**config.mk**
```make
export PLATFORM = sky130hd
export DESIGN_NAME = bus_arbiter
export DESIGN_NICKNAME = d
export VERILOG_FILES = /design/src/rtl/bus_arbiter_pkg.sv /design/src/rtl/sync_ff.sv /design/src/rtl/bus_arbiter.sv
export SDC_FILE = /design/constraint.sdc
export NUM_CORES = 1
export LEC_CHECK = 0
export CELL_PAD_IN_SITES_DETAIL_PLACEMENT = 2
export CELL_PAD_IN_SITES_GLOBAL_PLACEMENT = 2
export CORE_ASPECT_RATIO = 1.2
export CORE_MARGIN = 10
export CORE_UTILIZATION = 33
export CTS_BUF_LIST = sky130_fd_sc_hd__clkbuf_16
export CTS_CLUSTER_SIZE = 40
export DETAILED_ROUTE_END_ITERATION = 16
export GPL_ROUTABILITY_DRIVEN = 0
export GPL_TIMING_DRIVEN = 1
export PLACE_DENSITY_LB_ADDON = 0.1
export RECOVER_POWER = 100
export SLEW_MARGIN = 20
export SYNTH_ARGS = -nofsm -noshare
export SYNTH_HDL_FRONTEND = slang
export SYNTH_HIERARCHICAL = 1
export SYNTH_SLANG_ARGS = --single-unit
```
**constraint.sdc**
```tcl
create_clock -name SYSCLK -period 3.2 [get_ports SYSCLK]
set_clock_uncertainty 0.15 [all_clocks]
set_input_delay 0.64 -clock SYSCLK [delete_from_list [all_inputs] [get_ports SYSCLK]]
set_output_delay 0.64 -clock SYSCLK [all_outputs]
set_load 0.01 [all_outputs]
```
**src/rtl/bus_arbiter_pkg.sv**
```systemverilog
// Shared types for the Amiga bus arbiter: FSM state encoding, the registered
// output bundle, and the IS_BM bit position in the Pi status register.
package bus_arbiter_pkg;

  typedef enum logic [2:0] {
    OWN_IDLE   = 3'd0,
    OWN_BUSY   = 3'd1,
    GRANT_PEND = 3'd2,
    GRANTED    = 3'd3,
    EXT_OWNED  = 3'd4,
    REACQUIRE  = 3'd5
  } arb_state_e;

  localparam int unsigned PI_REG_STATUS_IS_BM = 3;

  typedef struct packed {
    logic xfer_go;
    logic bg_drive;
    logic ctrl_drive;
    logic is_bm;
  } arb_out_t;

  localparam arb_out_t ARB_OUT_RESET = '{xfer_go: 1'b0, bg_drive: 1'b0,
                                         ctrl_drive: 1'b1, is_bm: 1'b1};

  // Output values that belong to a state; XFER_GO in OWN_IDLE mirrors the request.
  function automatic arb_out_t decode_outputs(arb_state_e s, logic xfer_req);
    arb_out_t o;
    o = ARB_OUT_RESET;
    case (s)
      OWN_IDLE:   o.xfer_go = xfer_req;
      OWN_BUSY:   o.xfer_go = 1'b1;
      GRANT_PEND: o.xfer_go = 1'b0;
      GRANTED: begin
        o.bg_drive   = 1'b1;
        o.ctrl_drive = 1'b0;
        o.is_bm      = 1'b0;
      end
      EXT_OWNED, REACQUIRE: begin
        o.ctrl_drive = 1'b0;
        o.is_bm      = 1'b0;
      end
      default: o = ARB_OUT_RESET;
    endcase
    return o;
  endfunction

endpackage

```
**src/rtl/sync_ff.sv**
```systemverilog
// Multi-stage flop synchronizer for asynchronous active-low bus signals;
// resets to all ones so every input reads as negated.
module sync_ff #(
  parameter int DEPTH = 2,
  parameter int WIDTH = 1
) (
  input  logic             clk,
  input  logic             rst_n,
  input  logic [WIDTH-1:0] d,
  output logic [WIDTH-1:0] q
);

  logic [WIDTH-1:0] stages [DEPTH];

  // NOTE: every stage is reset, not just the output, so no stale low level can ripple out after reset.
  always_ff @(posedge clk or negedge rst_n) begin
    if (!rst_n) begin
      for (int i = 0; i < DEPTH; i++) stages[i] <= '1;
    end else begin
      stages[0] <= d;
      for (int i = 1; i < DEPTH; i++) stages[i] <= stages[i-1];
    end
  end

  assign q = stages[DEPTH-1];

endmodule

```
**src/rtl/bus_arbiter.sv**
```systemverilog
// Arbitrates 68000 bus mastership between the Pi transfer engine and external
// Amiga bus masters (BR/BG/BGACK handshake), with a grant-withdrawal timeout.
module bus_arbiter
  import bus_arbiter_pkg::*;
#(
  parameter int SYNC_STAGES = 2,
  parameter int REARB_MC    = 4
) (
  input  logic       SYSCLK,
  input  logic       nRST,
  input  logic       MCCLK_FALLING,
  input  logic       nBR_IN,
  input  logic       nBGACK_IN,
  input  logic       nAS_IN,
  input  logic       XFER_REQ,
  input  logic       XFER_BUSY,
  output logic       XFER_GO,
  output logic       BG_DRIVE,
  output logic       CTRL_DRIVE,
  output logic       IS_BM,
  output logic [2:0] ARB_STATE
);

  localparam int CNT_W = $clog2(REARB_MC + 1);
  localparam logic [CNT_W-1:0] REARB_LAST = CNT_W'(REARB_MC - 1);
  localparam logic [CNT_W-1:0] REARB_MAX  = CNT_W'(REARB_MC);

  logic [2:0]       sync_q;
  logic             br, bgack, as_active;
  arb_state_e       state, next_state;
  logic [CNT_W-1:0] rearb_cnt;
  arb_out_t         outs, outs_next;

  sync_ff #(.DEPTH(SYNC_STAGES), .WIDTH(3)) u_sync (
    .clk   (SYSCLK),
    .rst_n (nRST),
    .d     ({nBR_IN, nBGACK_IN, nAS_IN}),
    .q     (sync_q)
  );

  assign br        = ~sync_q[2];
  assign bgack     = ~sync_q[1];
  assign as_active = ~sync_q[0];

  // NOTE: state and counters use non-blocking assignments so every flop samples pre-edge values.
  always_ff @(posedge SYSCLK or negedge nRST) begin
    if (!nRST) state <= OWN_IDLE;
    else       state <= next_state;
  end

  // NOTE: next_state gets its default first so no path through the case can infer a latch.
  always_comb begin
    next_state = state;
    unique case (state)
      // A transfer that has already started wins over BR; BR wins over a new request.
      OWN_IDLE:   if (XFER_BUSY) next_state = OWN_BUSY;
                  else if (br)   next_state = GRANT_PEND;
      OWN_BUSY:   if (!XFER_BUSY) next_state = br ? GRANT_PEND : OWN_IDLE;
      GRANT_PEND: if (MCCLK_FALLING && !as_active) next_state = GRANTED;
      GRANTED: begin
        if (bgack) next_state = EXT_OWNED;
        else if (MCCLK_FALLING && !br && rearb_cnt >= REARB_LAST) next_state = OWN_IDLE;
      end
      EXT_OWNED:  if (!bgack) next_state = REACQUIRE;
      REACQUIRE:  if (MCCLK_FALLING && !bgack && !as_active)
                    next_state = br ? GRANTED : OWN_IDLE;
      default:    next_state = OWN_IDLE;
    endcase
  end

  always_ff @(posedge SYSCLK or negedge nRST) begin
    if (!nRST) begin
      rearb_cnt <= '0;
    end else if (next_state != state || br || bgack) begin
      rearb_cnt <= '0;
    end else if (state == GRANTED && MCCLK_FALLING && rearb_cnt != REARB_MAX) begin
      rearb_cnt <= rearb_cnt + CNT_W'(1);
    end
  end

  // Outputs are decoded from next_state and registered, so they change together with ARB_STATE.
  always_comb outs_next = decode_outputs(next_state, XFER_REQ);

  always_ff @(posedge SYSCLK or negedge nRST) begin
    if (!nRST) outs <= ARB_OUT_RESET;
    else       outs <= outs_next;
  end

  assign XFER_GO    = outs.xfer_go;
  assign BG_DRIVE   = outs.bg_drive;
  assign CTRL_DRIVE = outs.ctrl_drive;
  assign IS_BM      = outs.is_bm;
  assign ARB_STATE  = state;

endmodule

```
# Word-level counts from Yosys, hierarchy flattened
# Index checks and enable logic that the tools add are counted.
# word_totals
wordCells,52
mem_bits_rw,0
regBits,16
output_inout_bits,7
latchBits,0
n_memories,0
mem_bits_ro,0
# op_classes
shifts,0
n_mul,0
order_cmp,1
muxes,16
n_eq_ne,11
bitwise,2
div_mod_pow,0
n_addsub,1
n_reduce_logical,13
# op_table
op,n
two-way mux 3 bit,10
one-hot mux 3 bit (6 select lines),1
equality test 3 bit (second input constant),4
equality test 3 x 2 -> 1 bit (second input constant),3
logical AND 1 bit,7
equality test 3 x 1 -> 1 bit (second input constant),2
logical NOT 3 bit,2
two-way mux 2 bit,3
adder 3 x 1 -> 3 bit (second input constant),1
greater-or-equal comparator 3 x 2 -> 1 bit (second input constant),1
!= test 3 bit,1
!= test 3 bit (second input constant),1
OR reduction 3 bit,1
logical OR 1 bit,2
inverter 1 bit,2
one-hot mux 1 bit (2 select lines),1
nonzero test 2 bit,1
two-way mux 1 bit,1

# Depth between registers and ports, before layout
# depth
depth_word,9
depth_mapped,8

# Modules after synthesis
# The synthesis kept the hierarchy.
# by_module_without_submodules
module,cells_each,area_per_inst_um2,seq_area_each_um2,n_inst
bus_arbiter,61,573.0,226.5,1
sync_ff,9,180.2,157.7,1

# Worst setup path before layout
# No wires, ideal clock.
# synth_timing
kind,flip-flop to flip-flop
startpoint,register rearb_cnt[0]
endpoint,register rearb_cnt[0]
path_stages_with_launch,8
setup_time_ps,129
required_ps,2921
n_path_buf,0
path_slack_ps,1350
t_arrival_ps,1571
cell_sequence,dfrtp_1 ha_1 ha_1 a211oi_1 o2111ai_1 and4_1 xnor2_1 nor3_1
# synth_between
elab_chain_len,9
word_cells_on_any_way,14
cone_classes,add/sub: 1; order compare: 1; eq/ne: 2; mux: 5; reduce/logical: 5
# synth_rtl
element,line,source
"start, declared",bus_arbiter.sv:31,logic [CNT_W-1:0] rearb_cnt;
"start signal, assigned",bus_arbiter.sv:77,rearb_cnt <= rearb_cnt + CNT_W'(1);
greater-or-equal comparator 3 x 2 -> 1 bit,bus_arbiter.sv:62,else if (MCCLK_FALLING && !br && rearb_cnt >= REARB_LAST) next_state = OWN_IDLE;
logical AND 1 bit,bus_arbiter.sv:62,
two-way mux 3 bit,bus_arbiter.sv:62,
two-way mux 3 bit,bus_arbiter.sv:61,if (bgack) next_state = EXT_OWNED;
one-hot mux 3 bit (6 select lines),bus_arbiter.sv:54,unique case (state)
!= test 3 bit,bus_arbiter.sv:74,end else if (next_state != state || br || bgack) begin
logical OR 1 bit (2 in series),bus_arbiter.sv:74,
two-way mux 3 bit / nonzero test 2 bit (equally long branches),-,
# Several ways; a longest one is shown, not always the timed one. The select of a mux whose other input is x is not followed.
# A chain may end at the register's enable or synchronous reset.

# Worst setup path in the final report
# layout_timing
startpoint,input MCCLK_FALLING
endpoint,register rearb_cnt[1]
# layout_between
elab_chain_len,9
word_cells_on_any_way,17
cone_classes,eq/ne: 1; mux: 6; reduce/logical: 10
# layout_rtl
element,line,source
"start, declared",bus_arbiter.sv:11,"input logic MCCLK_FALLING,"
logical AND 1 bit (2 in series),bus_arbiter.sv:62,
two-way mux 3 bit,bus_arbiter.sv:62,
two-way mux 3 bit,bus_arbiter.sv:61,
one-hot mux 3 bit (6 select lines),bus_arbiter.sv:54,
!= test 3 bit,bus_arbiter.sv:74,
logical OR 1 bit (2 in series),bus_arbiter.sv:74,
two-way mux 3 bit / nonzero test 2 bit (equally long branches),-,
# Several ways; a longest one is shown, not always the timed one.

==> summary.json <==
{
  "clock_network": {
    "ctsHoldBuffers": 0,
    "cts_setup_buffers": 0,
    "cts_inserted_buffers": 3,
    "cts_max_level": 1,
    "clk_pin_slew_ns": 0.05,
    "tritoncts": "built",
    "clock_sink_count": 15,
    "ctsLongestPathBuffers": 2,
    "cts-resized-gates": 0,
    "clkLatencyLatePin_ns": 0.24,
    "cts.root.buffer_cell": "sky130_fd_sc_hd__clkbuf_16"
  },
  "worst_hold_path": {
    "worstHoldStart": "u_sync/stages[3]",
    "hold-path-cell-count": 0,
    "hold_path_sink": "u_sync/q[0]",
    "path_category_of_the_worst_min_delay_check": "reg -> reg"
  },
  "worst_setup_path": {
    "crit-reg2reg-capture": "rearb_cnt[0]",
    "cp.required_ns": 3.16,
    "slowest_delay_ns": 0.64,
    "highest_fanout_seen_on_the_critical_path": 6,
    "critPathTopFamily": "compound AO/OA/AOI/OAI gates",
    "cp_cell_sequence": "dlygate4sd3_1, nand2_1, o2111a_1, o21a_2, o221ai_1, nor3_1",
    "timing.reg2reg.setup_slack_ns": 1.03,
    "criticalPathCategory": "in -> reg",
    "worstRegToRegCells": 7,
    "arrival_time_at_the_worst_endpoint_ns": 2.26,
    "cp_slowest_cell": "sky130_fd_sc_hd__dlygate4sd3_1",
    "cp.buffers_inverters": 1,
    "worst_reg2reg_startpoint": "rearb_cnt[0]",
    "critical_path.endpoint_type": "flop",
    "worstSetupStartpointType": "input pin"
  },
  "yosys": {
    "seq_area_frac_synth": 0.510,
    "synthesis.yosys.warnings": 6,
    "synth_top_area_cell": "sky130_fd_sc_hd__dfrtp_1",
    "yosysMostFrequentCell": "sky130_fd_sc_hd__dfrtp_1",
    "synth_area_leaders": "sky130_fd_sc_hd__dfrtp_1 (27%), sky130_fd_sc_hd__dfstp_2 (24%), sky130_fd_sc_hd__ha_1 (5.0%)",
    "synthDistinctLibCells": 31,
    "syn-mean-instance-area_um2": 10.8,
    "synth.top_cells.by_count": "sky130_fd_sc_hd__dfrtp_1 (8), sky130_fd_sc_hd__dfstp_2 (7), sky130_fd_sc_hd__inv_1 (6), sky130_fd_sc_hd__nor3_1 (6)",
    "synth_largest_type_area_fraction": 0.266,
    "dominant_register_cell_in_the_synthesized_netlist": "sky130_fd_sc_hd__dfrtp_1",
    "synth_nets": 81,
    "mappedNetlistArea_um2": 753,
    "postSynth.asyncResetShare": 1.00,
    "synthCells": 70,
    "synth_edf_count": 0,
    "yosys_register_bits": 15
  },
  "place": {
    "numPlacedInstances": 109,
    "detailedPlacementHpwl_mm": 1.36,
    "port_buffers": 14,
    "placed_area_um2": 897
  },
  "power_and_ir_drop": {
    "ir_drop_v": 0.000445,
    "leakage_uw": 0.000405,
    "powerDensity_mw_per_mm2": 825
  },
  "floorplanning": {
    "placementRows": 18,
    "die-width_um": 63.6,
    "die-height_um": 72.3,
    "core_mm2": 0.00212,
    "initial_core_util": 0.356,
    "die-area_mm2": 0.00460,
    "io-pin-count": 15
  },
  "timing": {
    "fmaxAchievable_ghz": 0.434,
    "fin_tns_setup_ns": 0,
    "fin_crit_sh": 0.720,
    "rsz0062_at_grt": "no",
    "fin_hold_ws_ns": 0.200,
    "layout_min_cycle_time_ns": 2.30,
    "timing.max_slew.rel_slack": 0.576,
    "report.final.slew_viol_count": 0,
    "worst_slew_pin_slew_ns": 0.633,
    "report.final.hold_viol_count": 0,
    "setup-violations-final": 0
  },
  "run_status": {
    "status": "finished clean"
  },
  "detailed_routing": {
    "drt_iter0_markers": 12,
    "drt-vias-per-instance": 4.99,
    "remaining_drc_errors": 0,
    "drt.antenna.violating_nets": 0,
    "num_vias": 564,
    "drt_pre_antenna_iters": 2,
    "drt-wirelength-per-cell_um": 16.0,
    "detail_route.wirelength_mm": 1.81
  },
  "global_route": {
    "grt_usage": 0.0828,
    "grt_max_degree": 16,
    "globalRouteOverflowTotal": 0,
    "antenna_found_initial": 0,
    "wire_length_of_the_first_global_routing_pass_mm": 3.02,
    "grt_pass1_vias": 621
  },
  "finish": {
    "final_cell_area_um2": 970,
    "fin_cells": 113,
    "area.growth.synth_to_final_pct": 28.7,
    "design.final.nets": 95,
    "ratio_of_cells_with_drive_above_1_in_the_final_layout": 0.169,
    "antennaDiodeCount": 0
  },
  "flow_run": {
    "maxCapViolCount": 0
  }
}
-- cell usage in the layout, fill, tap and decap left out, drive strengths merged, types with 3 or more instances in the layout --
| cell type | Yosys | routed |
|---|---|---|
| dlygate4sd3 | 0 | 12 |
| dfrtp | 8 | 8 |
| dfstp | 7 | 7 |
| inv | 6 | 7 |
| nor3 | 6 | 6 |
| nor2 | 4 | 4 |
| nand2 | 3 | 3 |
| ha | 3 | 3 |
| clkbuf | 1 | 3 |
| a21oi | 3 | 3 |
-- final cells by class --
cell class              count  area [um^2]
clock buffers               3         75.1
clock inverters             1         3.75
fillers                   242         1150
inverters                   6         22.5
multi-input cells          44          307
flip-flops and latches     15          384
well taps                  30         37.5
repair buffers             14          140
-- flip-flops by register name, summed over array words and instances, names as in the netlist --
name and cells:
u_sync/q 3, XFER_GO 1, BG_DRIVE 1, ARB_STATE 3, u_sync/stages 3, rearb_cnt 3
CTRL_DRIVE 1
-- power breakdown --
part	total [uW]	switching, uW	internal [uW]	leakage (uW)
sequential	287	49.5	237	0.000179
combinational	279	150	129	0.000184
clock	234	69.2	165	0.0000423
-- per-layer routing --
metal,global-route usage,part of all wire,up-vias
met4,0.0292,0.0044,0
met1,0.0901,0.43,280
li1,-,-,271
met2,0.141,0.51,11
met3,0.0353,0.056,2
met5,0,0,-
-- worst max path at each step --
stage / from / end / slack, ns / depth (start not counted)
floorplan: rearb_cnt[0] / rearb_cnt[0] / 1.35 / 7
global placement: MCCLK_FALLING / rearb_cnt[0] / 0.80 / 6
detailed placement: MCCLK_FALLING / rearb_cnt[0] / 0.78 / 6
CTS: ARB_STATE[0] / ARB_STATE[0] / 0.96 / 1
global route: MCCLK_FALLING / rearb_cnt[1] / 0.77 / 6
finish: MCCLK_FALLING / rearb_cnt[1] / 0.90 / 6
-- kinds of logic after synthesis --
group           after synthesis  share of synthesized area
compound gates               11                      0.123
flops                        15                      0.510
simple gates                 27                      0.206
buf+inv                      11                     0.0747
xor+xnor                      2                     0.0233
fa+ha+maj                     3                     0.0498
mux                           1                     0.0133
-- worst reg2reg max path, stage by stage (launching register included) --
cell and delay, ns:
sky130_fd_sc_hd__dfrtp_1 0.40, sky130_fd_sc_hd__ha_1 0.21, sky130_fd_sc_hd__ha_1 0.18, sky130_fd_sc_hd__a211oi_1 0.33, sky130_fd_sc_hd__o2111ai_1 0.17, sky130_fd_sc_hd__and4_1 0.25
sky130_fd_sc_hd__xnor2_1 0.27, sky130_fd_sc_hd__nor3_1 0.09
-- per-stage QoR --
step / power (uW) / setup slack, ns / utilization
2_1_floorplan: 458 / 1.35 / -
3_3_place_gp: 584 / 0.798 / 0.424
3_5_place_dp: 594 / 0.777 / 0.424
4_1_cts: 838 / 0.964 / 0.461
5_1_grt: 856 / 0.766 / 0.458
6_report: 800 / 0.897 / 0.458
No activity file was read; power rests on OpenSTA's default activity.
